**config.mk**
```make
export PLATFORM = sky130hd
export DESIGN_NAME = load_data_extract
export DESIGN_NICKNAME = d
export VERILOG_FILES = /design/src/rtl/load_data_extract.sv
export SDC_FILE = /design/constraint.sdc
export NUM_CORES = 1
export LEC_CHECK = 0
export ABC_AREA = 1
export CAP_MARGIN = 40
export CORE_UTILIZATION = 45
export CTS_CLUSTER_SIZE = 24
export DETAILED_ROUTE_END_ITERATION = 7
export DONT_BUFFER_PORTS = 1
export PLACE_DENSITY = 0.66
export SLEW_MARGIN = 20
export SYNTH_ARGS = -nofsm -noshare
export SYNTH_HDL_FRONTEND = slang
export SYNTH_SLANG_ARGS = --single-unit
export TNS_END_PERCENT = 20
```
**constraint.sdc**
```tcl
create_clock -name clk_i -period 1.24 [get_ports clk_i]
set_input_delay 0.186 -clock clk_i [delete_from_list [all_inputs] [get_ports clk_i]]
set_output_delay 0.186 -clock clk_i [all_outputs]
set_load 0.02 [all_outputs]
```
**src/rtl/load_data_extract.sv**
```systemverilog
// Load-side data path: issues an aligned word read, waits for memory, then
// selects and sign/zero-extends the addressed word, halfword or byte.
//
// state | meaning
// IDLE  | no load outstanding; accepts a new request
// WAIT  | read strobe high, waiting for mem_ready or timeout
// DONE  | extracted data valid for writeback (one cycle)
// ERR   | misaligned, illegal type or timeout (one cycle)
module load_data_extract #(
  parameter int unsigned TIMEOUT_CYCLES = 255,
  parameter int unsigned CNT_W          = 8
) (
  input  logic        clk_i,
  input  logic        reset_i,
  input  logic        req_valid_i,
  input  logic [31:0] req_addr_i,
  input  logic [2:0]  req_type_i,
  input  logic [31:0] mem_rdata_i,
  input  logic        mem_ready_i,
  output logic        mem_req_o,
  output logic [31:0] mem_addr_o,
  output logic [31:0] rdata_o,
  output logic        rdata_vld_o,
  output logic        load_err_o,
  output logic        stall_o
);

  typedef enum logic [1:0] {S_IDLE, S_WAIT, S_DONE, S_ERR} state_t;

  localparam logic [2:0] T_LW  = 3'b000;
  localparam logic [2:0] T_LH  = 3'b001;
  localparam logic [2:0] T_LHU = 3'b010;
  localparam logic [2:0] T_LB  = 3'b011;

  // The access times out on the WAIT cycle whose count equals TIMEOUT_CYCLES-1,
  // i.e. after exactly TIMEOUT_CYCLES cycles without mem_ready.
  localparam logic [CNT_W-1:0] CNT_LAST = CNT_W'(TIMEOUT_CYCLES - 1);

  state_t            state_q, state_d;
  logic [CNT_W-1:0]  cnt_q, cnt_d;
  logic [31:0]       addr_q, addr_d;
  logic [2:0]        type_q, type_d;
  logic [31:0]       rdata_q, rdata_d;

  logic              bad_req;
  logic [15:0]       half_sel;
  logic [7:0]        byte_sel;
  logic [31:0]       ext_data;

  always_comb begin
    bad_req = 1'b0;
    case (req_type_i)
      T_LW:         bad_req = (req_addr_i[1:0] != 2'b00);
      T_LH, T_LHU:  bad_req = req_addr_i[0];
      T_LB, 3'b100: bad_req = 1'b0;
      default:      bad_req = 1'b1;
    endcase
  end

  always_comb begin
    half_sel = addr_q[1] ? mem_rdata_i[31:16] : mem_rdata_i[15:0];
    byte_sel = mem_rdata_i[7:0];
    case (addr_q[1:0])
      2'd0:    byte_sel = mem_rdata_i[7:0];
      2'd1:    byte_sel = mem_rdata_i[15:8];
      2'd2:    byte_sel = mem_rdata_i[23:16];
      default: byte_sel = mem_rdata_i[31:24];
    endcase
    ext_data = mem_rdata_i;
    case (type_q)
      T_LW:    ext_data = mem_rdata_i;
      T_LH:    ext_data = {{16{half_sel[15]}}, half_sel};
      T_LHU:   ext_data = {16'h0000, half_sel};
      T_LB:    ext_data = {{24{byte_sel[7]}}, byte_sel};
      default: ext_data = {24'h000000, byte_sel};
    endcase
  end

  always_comb begin
    state_d = state_q;
    cnt_d   = cnt_q;
    addr_d  = addr_q;
    type_d  = type_q;
    rdata_d = rdata_q;
    case (state_q)
      S_IDLE: begin
        if (req_valid_i) begin
          addr_d = req_addr_i;
          type_d = req_type_i;
          if (bad_req) begin
            state_d = S_ERR;
            rdata_d = 32'h0;
          end else begin
            state_d = S_WAIT;
            cnt_d   = '0;
          end
        end
      end
      S_WAIT: begin
        if (mem_ready_i) begin
          rdata_d = ext_data;
          state_d = S_DONE;
        end else if (cnt_q == CNT_LAST) begin
          rdata_d = 32'h0;
          state_d = S_ERR;
        end else begin
          cnt_d = cnt_q + CNT_W'(1);
        end
      end
      S_DONE:  state_d = S_IDLE;
      S_ERR:   state_d = S_IDLE;
      default: state_d = S_IDLE;
    endcase
  end

  always_ff @(posedge clk_i) begin
    if (reset_i) begin
      state_q <= S_IDLE;
      cnt_q   <= '0;
      addr_q  <= 32'h0;
      type_q  <= 3'b000;
      rdata_q <= 32'h0;
    end else begin
      state_q <= state_d;
      cnt_q   <= cnt_d;
      addr_q  <= addr_d;
      type_q  <= type_d;
      rdata_q <= rdata_d;
    end
  end

  assign mem_req_o   = (state_q == S_WAIT);
  assign mem_addr_o  = {addr_q[31:2], 2'b00};
  assign rdata_o     = rdata_q;
  assign rdata_vld_o = (state_q == S_DONE);
  assign load_err_o  = (state_q == S_ERR);
  assign stall_o     = (state_q == S_WAIT) | ((state_q == S_IDLE) & req_valid_i);

endmodule
```
Yosys cells after proc, flatten, opt, wreduce, memory -nomap -nowiden:

Cells that the tools add are included.
W data, S select, Z words.

* $add $sub $neg: 1
* $mul: 0
* div/mod/pow operators: 0
* order comparisons: 0
* eq/ne operators: 19
* shift-type cells: 0
* multiplexer cells: 19
* bitwise operators: 2
* reduce and logical (&&, ||, !) cells: 13

Operators with widths (number)
* $mux W32: 4
* $pmux W32 S4: 1
* $pmux W32 S2: 1
* $mux W8: 4
* $pmux W8 S3: 1
* $mux W16: 1
* $pmux W8 S2: 1
* $eq A3 B2 Y1 const B: 4
* $ne A2 B2 Y1 const B: 5
* $add A8 B1 Y8 const B: 1
* $eq A8 B8 Y1 const B: 1
* $mux W2: 4
* $eq A2 B2 Y1 const B: 3
* $eq A3 B1 Y1 const B: 2
* $logic_not A3 Y1: 2
* $pmux W2 S3: 1
* $reduce_or A2 Y1: 3
* $reduce_and A5 Y1: 1
* $eq A2 B1 Y1 const B: 2
* $logic_not A2 Y1: 2
* $reduce_and A2 Y1: 2
* $reduce_and A4 Y1: 1
* $reduce_bool A2 Y1: 2
* $eq A3 B3 Y1 const B: 1
* 4 further kinds: 4

* register bits: 77
* latch bits: 0
* memory bits (writable): 0
* ROM bits: 0
* input bits: 71
* output and inout bits: 68
* word-level logic and storage cells: 59
* memories: 0

Longest topological paths before layout:

Gate-level depths: netlist (run 1).

* depth in word-level cells: 6
* depth in mapped cells: 11

Least setup slack after synthesis (run 1):

No wires, ideal clock.

* path type: register to register
* start point: reg cnt_q[0]
* end point: reg rdata_q[23], in the netlist rdata_o[23]
* arrival: 1.285 ns
* setup slack: -0.113 ns
* stages on the path, launching flop included: 11
* cells stage by stage: dfxtp_1 > inv_1 > ha_1 > nand2_1 > nor2_1 > nand2_1 > nand3_1 > nand3_4 > buf_4 > nand2_1 > a21oi_2

* cells in the longest elaborated chain, start to end: 3

Ends and longest elaborated chain
* start: declaration: line 40 `logic [CNT_W-1:0] cnt_q, cnt_d;`
* start signal: assignment: line 125 `cnt_q <= cnt_d;`
* $eq A8 B8 Y1: line 103 `end else if (cnt_q == CNT_LAST) begin`
* $ne A3 B2 Y1 (no line)
* $reduce_and A4 Y1 (no line)
* end signal: assignment: line 128 `rdata_q <= rdata_d;`
* end: declaration: line 43 `logic [31:0] rdata_q, rdata_d;`

No other way between the ends.
A chain may end at the register's enable or synchronous reset.

Final worst setup path (run 1):

* start point: reg state_q[1]
* end point: out mem_req_o

* cells in the longest elaborated chain, start to end: 1

Ends and longest elaborated chain
* start: declaration: line 39 `state_t state_q, state_d;`
* start signal: assignment: line 124 `state_q <= state_d;`
* $eq A2 B1 Y1: line 132 `assign mem_req_o = (state_q == S_WAIT);`
* end: declaration: line 20 `output logic mem_req_o,`

No other way between the ends.

==> qor_table.md, run 1 <==
| Group | Item | Value |
|:---|:---|:---|
| cells and area | Share of the core filled with cells | 57.7% |
| global routing | Via count of the first global-routing pass | 3786 |
| logic synthesis | Synthesized instance count | 612 |
| worst setup path | Reg2Reg Capture Point | rdata_o[18] |
| logic synthesis | Main synth FF type | sky130_fd_sc_hd__dfxtp_1 |
| worst setup path | CP Launch Type | register |
| die | I/O pin cnt | 139 |
| logic synthesis | Most frequent cell after synthesis | sky130_fd_sc_hd__nand2_1 |
| worst setup path | Crit path kind | register to output pin |
| timing | Worst hold margin | -0.117 ns |
| cells and area | Fraction of final layout cells sized beyond drive strength 1 | 26.4% |
| global routing | Global route overflow | 0 |
| logic synthesis | Part of the Yosys area used for sequential elements | 37.1% |
| global routing | GRT Util Overall | 22.6% |
| power and ir drop | Pwr/cell area | 1290 mW/mm^2 |
| worst hold path | Tightest Hold Check Type | input pin to register |
| cells and area | Area used by multi-input combinational logic | 0.00224 mm^2 |
| routing | Detailed-routing iteration count for the pre-antenna-repair pass | 7 |
| logic synthesis | Top cells by area, synth | sky130_fd_sc_hd__dfxtp_1 37%, sky130_fd_sc_hd__nand2_1 16%, sky130_fd_sc_hd__nor2_1 9.6% |
| worst setup path | R2r startpoint | cnt_q[0] |
| flow run | # Max-Cap Violations | 0 |
| logic synthesis | Mapped Area | 0.00416 mm^2 |
| global routing | Maximum number of pins on one net before global-route repair | 43 |
| placement | Number of port buffers | 0 |
| die | Area of the die | 0.00963 mm^2 |
| logic synthesis | Post-Synthesis Mean Instance Area | 6.79 um^2 |
| placement | Cell area after placement | 0.00438 mm^2 |
| cells and area | Total of fill cells in the finished design | 836 |
| routing | Post-DRT Antenna Nets | 0 |
| clocking | CTS tree | done |
| logic synthesis | Top cell type's share of synthesized area | 37.1% |
| global routing | First-pass GRT wire length | 17500 um |
| routing | Number of vias in the routed layout | 3885 |
| die | Die width | 98.1 um |
| power and ir drop | Highest ir drop seen on vdd | 0.589 mV |
| clocking | Clock input transition at the sequential cells of the worst setup and hold paths | 0.09 ns |
| timing | Setup TNS | -4.28 ns |
| routing | Via density per instance | 5.15 |
| logic synthesis | Post-synthesis register bit count | 77 |
| status | Status | finished with violations |
| timing | Final hold violation count | 41 |
| timing | Final slew viol count | 0 |
| placement | Detail Placement HPWL | 7450 um |
| logic synthesis | Count of flip-flops with a built-in enable after synthesis | 0 |
| clocking | TritonCTS Buffers | 9 |
| worst setup path | Required time at the endpoint of the critical path | 1.05 ns |
| global routing | Number of antenna violations at the first check in global routing | 0 |
| status | Violated checks | design-rule violations, negative hold slack, negative setup slack |
| cells and area | Post-layout nets | 715 |
| clocking | Worst skew pair latency | 0.36 ns |
| worst setup path | Worst-path fanout max | 4 |
| worst setup path | Internal reg-to-reg setup slack | -0.13 ns |
| clocking | TritonCTS Sinks | 77 |
| worst setup path | Critical path endpoint category | output pin |
| cells and area | Post-Layout Inst Area | 0.00511 mm^2 |
| cells and area | Register cell area after layout | 0.00155 mm^2 |
| timing | Max frequency | 703 MHz |
| timing | RSZ-0062 raised after global routing | yes |
| timing | Worst setup margin | -0.182 ns |
| logic synthesis | Top cell types by occurrence after synthesis | 178 x sky130_fd_sc_hd__nand2_1, 106 x sky130_fd_sc_hd__nor2_1, 77 x sky130_fd_sc_hd__dfxtp_1 |
| routing | Final routed wirelength across all metal layers | 10900 um |
| clocking | CTS H-tree lvls | 3 |
| routing | Routed length per placed instance | 14.4 um |
| clocking | Maximum buffer depth of the clock tree | 2 |
| die | Placeable Area | 0.00885 mm^2 |
| die | Die Ht | 98.1 um |
| routing | DRC errors left | 8 |
| cells and area | Count of inserted antenna diode cells | 0 |
| timing | Post-route clock period utilization | 115% |
| worst setup path | Arrival @ worst endpoint | 1.24 ns |
| routing | First DRT Iteration DRCs | 169 |
| clocking | Clock Root Buffer | sky130_fd_sc_hd__clkbuf_8 |
| placement | Final RePlAce weighted congestion | 0.838 |
| worst setup path | Critical path origin | state_q[1] |
| logic synthesis | Yosys top cell by area | sky130_fd_sc_hd__dfxtp_1 |
| logic synthesis | Post-synthesis async set-or-reset flop share | 0% |
| worst setup path | Worst R2R Path Depth | 10 |
| power and ir drop | Leakage power | 2.21 nW |
| timing | Clock period minus worst slack | 1.42 ns |
| logic synthesis | Number of distinct standard cells referenced by the synthesized netlist | 35 |
| cells and area | Area growth from synthesis to layout | 22.9% |
| worst setup path | Crit path capture | mem_req_o |
| die | Initial Util | 47.0% |
| timing | Max Clock Skew | 0.00905 ns |
| logic synthesis | Number of warnings reported in the yosys synthesis log | 0 |
| timing | Final setup violating endpoints | 44 |
| die | Row count | 34 |
==> worst max-delay path, stage by stage, from the launching register on <==
cell	delay, ns
sky130_fd_sc_hd__dfxtp_2	0.36
sky130_fd_sc_hd__inv_2	0.05
sky130_fd_sc_hd__nand2_4	0.09
sky130_fd_sc_hd__buf_6	0.12
sky130_fd_sc_hd__inv_8	0.04
sky130_fd_sc_hd__buf_6	0.10
sky130_fd_sc_hd__buf_6	0.12
==> worst min-delay path by stage <==
stage / start / endpoint / cells past startpoint
floorplan: req_addr_i[10] / addr_q[10] / 2
global placement: reset_i / rdata_o[24] / 1
detailed placement: reset_i / rdata_o[31] / 1
CTS: reset_i / rdata_o[31] / 1
global route: reset_i / cnt_q[0] / 1
finish: reset_i / rdata_o[5] / 1
==> routing by layer <==
layer  vias to the layer above  part of all wire [%]  track usage, %
met5                         -                     0               0
met4                         0                   1.6            7.81
met3                        15                   8.0            7.44
met2                       124                    49            38.8
met1                      1789                    41            26.4
li1                       1957                     -               -
==> report_power, final <==
| group | internal (mW) | switching, mW |
|---|---|---|
| combinational | 0.729 | 0.925 |
| sequential | 2.64 | 0.298 |
| clock | 0.999 | 1.01 |
| total | 4.37 | 2.23 |
==> repair_timing <==
action | 4_1_cts | 5_1_grt
buffers inserted | 2 | 0
gates cloned | 1 | 2
endpoints found under the hold margin | 60 | 45
resized for setup | 46 | 62
pin swaps | 14 | 8
hold buffers | 19 | 4
endpoints found under the setup margin | 79 | 78
==> cell usage in the layout (no fill, tap or decap), drive strengths merged <==
master,n
buf,53
nand3b,2
a21oi,46
bufinv,1
xnor2,1
xor2,3
nand2,186
clkbuf,11
ha,2
dlygate4sd3,23
conb,2
clkinvlp,1
inv,36
clkinv,5
dfxtp,77
nand3,28
o21ai,58
nor2,111
o21bai,1
==> through the flow <==
| step | setup slack [ns] | power, mW | cells |
|---|---|---|---|
| after floorplan | -0.0388 | 4.09 | 613 |
| after global placement | -0.174 | 4.34 | 711 |
| after detailed placement | -0.220 | 4.37 | 711 |
| after CTS | -0.201 | 6.51 | 749 |
| after global routing | -0.235 | 6.95 | 755 |
| final | -0.182 | 6.60 | 755 |
==> sequential cells by signal, summed over array words and instances, names as in the netlist <==
name	cells
addr_q	32
rdata_o	32
cnt_q	8
type_q	3
state_q	2
==> final cells by class <==
class                           count  area share (%)
Multi-Input combinational cell    440            43.8
Timing Repair Buffer               77            15.9
Sequential cell                    77            30.4
Clock buffer                       10            2.69
Tap cell                          108            2.65
Inverter                           37            3.26
Clock inverter                      6            1.35
==> cell families after synthesis <==
kind of cell / share of synthesized area [%]
AO/OA/AOI/OAI: 14.1
AND/OR/NAND/NOR: 32.8
flip-flops: 37.1
XOR/XNOR: 0.843
adder cells (fa/ha/maj): 0.602
buffers and inverters: 14.4
other: 0.0902
Note: power is estimated with default switching activity, not from simulation.
==> run 2, diff against run 1 <==
Settings changed: REMOVE_ABC_BUFFERS set to 1.
==> qor_table.md, run 2 (same netlist as run 1, synthesis figures left out) <==
| Group | Item | Value | vs previous |
|:---|:---|:---|:---|
| die | Die width | 98.1 um | unchanged |
| worst setup path | Worst-path fanout max | 3 | was 4 |
| clocking | TritonCTS Buffers | 9 | unchanged |
| cells and area | Register cell area after layout | 0.00156 mm^2 | was 0.00155 mm^2 |
| routing | Routed length per placed instance | 14.4 um | about the same |
| clocking | CTS H-tree lvls | 3 | unchanged |
| global routing | First-pass GRT wire length | 16300 um | was 17500 um |
| global routing | Number of antenna violations at the first check in global routing | 0 | unchanged |
| placement | Final RePlAce weighted congestion | 0.870 | was 0.838 |
| cells and area | Share of the core filled with cells | 57.5% | was 57.7% |
| routing | Detailed-routing iteration count for the pre-antenna-repair pass | 8 | was 7 |
| die | Placeable Area | 0.00885 mm^2 | unchanged |
| power and ir drop | Switching share of power | 32.4% | was 33.8% |
| routing | Post-DRT Antenna Nets | 0 | unchanged |
| power and ir drop | Part of the total power dissipated in the clock network | 32.7% | was 30.4% |
| global routing | Global route overflow | 0 | unchanged |
| routing | Final routed wirelength across all metal layers | 10800 um | was 10900 um |
| clocking | Clock input transition at the sequential cells of the worst setup and hold paths | 0.09 ns | about the same |
| timing | Final setup violating endpoints | 44 | unchanged |
| power and ir drop | Total power | 6.70 mW | was 6.60 mW |
| worst setup path | Critical path endpoint category | output pin | unchanged |
| routing | Via density per instance | 5.09 | was 5.15 |
| power and ir drop | Leakage power | 2.16 nW | was 2.21 nW |
| cells and area | Leading cell types in the layout, fill and taps excluded | 165 x sky130_fd_sc_hd__nand2_1, 101 x sky130_fd_sc_hd__nor2_1, 70 x sky130_fd_sc_hd__dfxtp_1 | was 150 x sky130_fd_sc_hd__nand2_1, 104 x sky130_fd_sc_hd__nor2_1, 70 x sky130_fd_sc_hd__dfxtp_1 |
| power and ir drop | Sequential power share | 43.9% | was 44.5% |
| cells and area | Commonest non-fill, non-tap cell in the layout | sky130_fd_sc_hd__nand2_1 | unchanged |
| routing | First DRT Iteration DRCs | 172 | was 169 |
| die | Die Ht | 98.1 um | unchanged |
| worst setup path | CP Launch Type | register | unchanged |
| cells and area | Area growth from synthesis to layout | 22.3% | was 22.9% |
| routing | Number of vias in the routed layout | 3810 | was 3885 |
| global routing | Most used routing layer in global routing | met2 | unchanged |
| cells and area | Area used by multi-input combinational logic | 0.00225 mm^2 | was 0.00224 mm^2 |
| die | I/O pin cnt | 139 | unchanged |
| routing | DRC errors left | 12 | was 8 |
| cells and area | Total of fill cells in the finished design | 830 | was 836 |
| clocking | TritonCTS Sinks | 77 | unchanged |
| global routing | Met1 track utilization from global routing | 23.7% | was 26.4% |
| global routing | Met3 track demand over resource in global routing | 7.73% | was 7.44% |
| worst setup path | Arrival @ worst endpoint | 1.25 ns | was 1.24 ns |
| timing | Clock period minus worst slack | 1.44 ns | was 1.42 ns |
| timing | Post-route clock period utilization | 116% | was 115% |
| cells and area | Count of inserted antenna diode cells | 0 | unchanged |
| worst hold path | Tightest Hold Check Type | input pin to register | unchanged |
| power and ir drop | Highest ir drop seen on vdd | 0.914 mV | was 0.589 mV |
| worst setup path | Required time at the endpoint of the critical path | 1.05 ns | about the same |
| clocking | Clock Root Buffer | sky130_fd_sc_hd__clkbuf_8 | unchanged |
| clocking | Worst skew pair latency | 0.36 ns | about the same |
| clocking | Maximum buffer depth of the clock tree | 2 | unchanged |
| placement | Number of port buffers | 0 | unchanged |
| placement | Pre-CTS worst setup slack | -0.155 ns | was -0.220 ns |
| cells and area | Fraction of final layout cells sized beyond drive strength 1 | 25.0% | was 26.4% |
| cells and area | Post-layout nets | 709 | was 715 |
| power and ir drop | Net Sw Power | 2.17 mW | was 2.23 mW |
| timing | Final slew viol count | 0 | unchanged |
| power and ir drop | Internal power | 4.53 mW | was 4.37 mW |
| status | Violated checks | design-rule violations, negative hold slack, negative setup slack | unchanged |
| timing | Worst hold margin | -0.120 ns | was -0.117 ns |
| die | Initial Util | 47.0% | unchanged |
| placement | Detail Placement HPWL | 7200 um | was 7450 um |
| clocking | CTS tree | done | unchanged |
| global routing | Via count of the first global-routing pass | 3456 | was 3786 |
| die | Area of the die | 0.00963 mm^2 | unchanged |
| power and ir drop | Combinational share of power | 23.5% | was 25.1% |
| status | Status | finished with violations | unchanged |
| global routing | Global routing usage on met2 | 36.6% | was 38.8% |
| flow run | # Max-Cap Violations | 0 | unchanged |
| die | Row count | 34 | unchanged |
| global routing | Maximum number of pins on one net before global-route repair | 43 | unchanged |
| power and ir drop | Pwr/cell area | 1320 mW/mm^2 | was 1290 mW/mm^2 |
| timing | RSZ-0062 raised after global routing | yes | unchanged |
| timing | Max frequency | 695 MHz | was 703 MHz |
| global routing | GRT Util Overall | 21.0% | was 22.6% |
| timing | Worst setup margin | -0.199 ns | was -0.182 ns |
| placement | Cell count after placement | 705 | was 711 |
| timing | Final hold violation count | 42 | was 41 |
| cells and area | Number of cells in the finished layout apart from fillers | 749 | was 755 |
| worst setup path | Crit path kind | register to output pin | unchanged |
| timing | Max Clock Skew | 0.0102 ns | was 0.00905 ns |
## run 2: cell count changes in the layout (fill, tap and decap cells not counted), sizes merged
cell	before	now
buf	53	52
inv	36	35
dlygate4sd3	23	18
clkinv	5	6
bufinv	1	2
clkinvlp	1	0
## run 2: layer usage
metal	share of wire (%)	vias to the layer above
li1	-	1944
met1	38	1709
met2	51	138
met3	9.6	19
met4	1.7	0
met5	0	-
## run 2: metrics by stage
stage          area [um^2]  setup TNS [ns]
2_1_floorplan         3710          -41.01
3_3_place_gp          4290           -3.59
3_5_place_dp          4290           -4.54
4_1_cts               4750           -5.24
5_1_grt               5080           -9.49
6_report              5080           -6.13
## run 2: timing repair
item                                   CTS  global route
pin swaps                                7            18
buffers inserted                         4             4
gates cloned                             0             2
setup endpoints to repair               56            68
hold buffers                            14             4
resized for setup                       27            75
endpoints found under the hold margin   55            45
## run 2: critical path: stages, from the launching register on
cell	delay [ns]
sky130_fd_sc_hd__dfxtp_4	0.39
sky130_fd_sc_hd__inv_4	0.04
sky130_fd_sc_hd__nand2_4	0.07
sky130_fd_sc_hd__buf_6	0.11
sky130_fd_sc_hd__nand2_4	0.05
sky130_fd_sc_hd__buf_6	0.11
sky130_fd_sc_hd__buf_6	0.12
## run 2: worst paths after layout
kind / start / to / slack [ns] / depth (start not counted)
min: reset_i / state_q[1] / -0.12 / 1
max reg2reg: cnt_q[0] / cnt_q[6] / -0.20 / 10
max: state_q[1] / stall_o / -0.20 / 6
min reg2reg: addr_q[0] / addr_q[0] / 0.52 / 2
## run 2: layout make-up
| cell class | instances | share of cell area (%) |
|---|---|---|
| multi-input cells | 440 | 44.2 |
| flip-flops and latches | 77 | 30.6 |
| repair buffers | 71 | 14.6 |
| inverters | 37 | 3.30 |
| clock buffers | 10 | 2.71 |
| well taps | 108 | 2.66 |
| clock inverters | 6 | 1.87 |
## run 2: power groups by stage
stage | registers (mW) | clock network, mW | logic (mW)
after floorplan | 2.95 | 0 | 0.831
after global placement | 2.98 | 0 | 1.28
after detailed placement | 2.99 | 0 | 1.31
after CTS | 2.93 | 2.23 | 1.41
after global routing | 2.96 | 2.37 | 1.75
final | 2.94 | 2.19 | 1.57
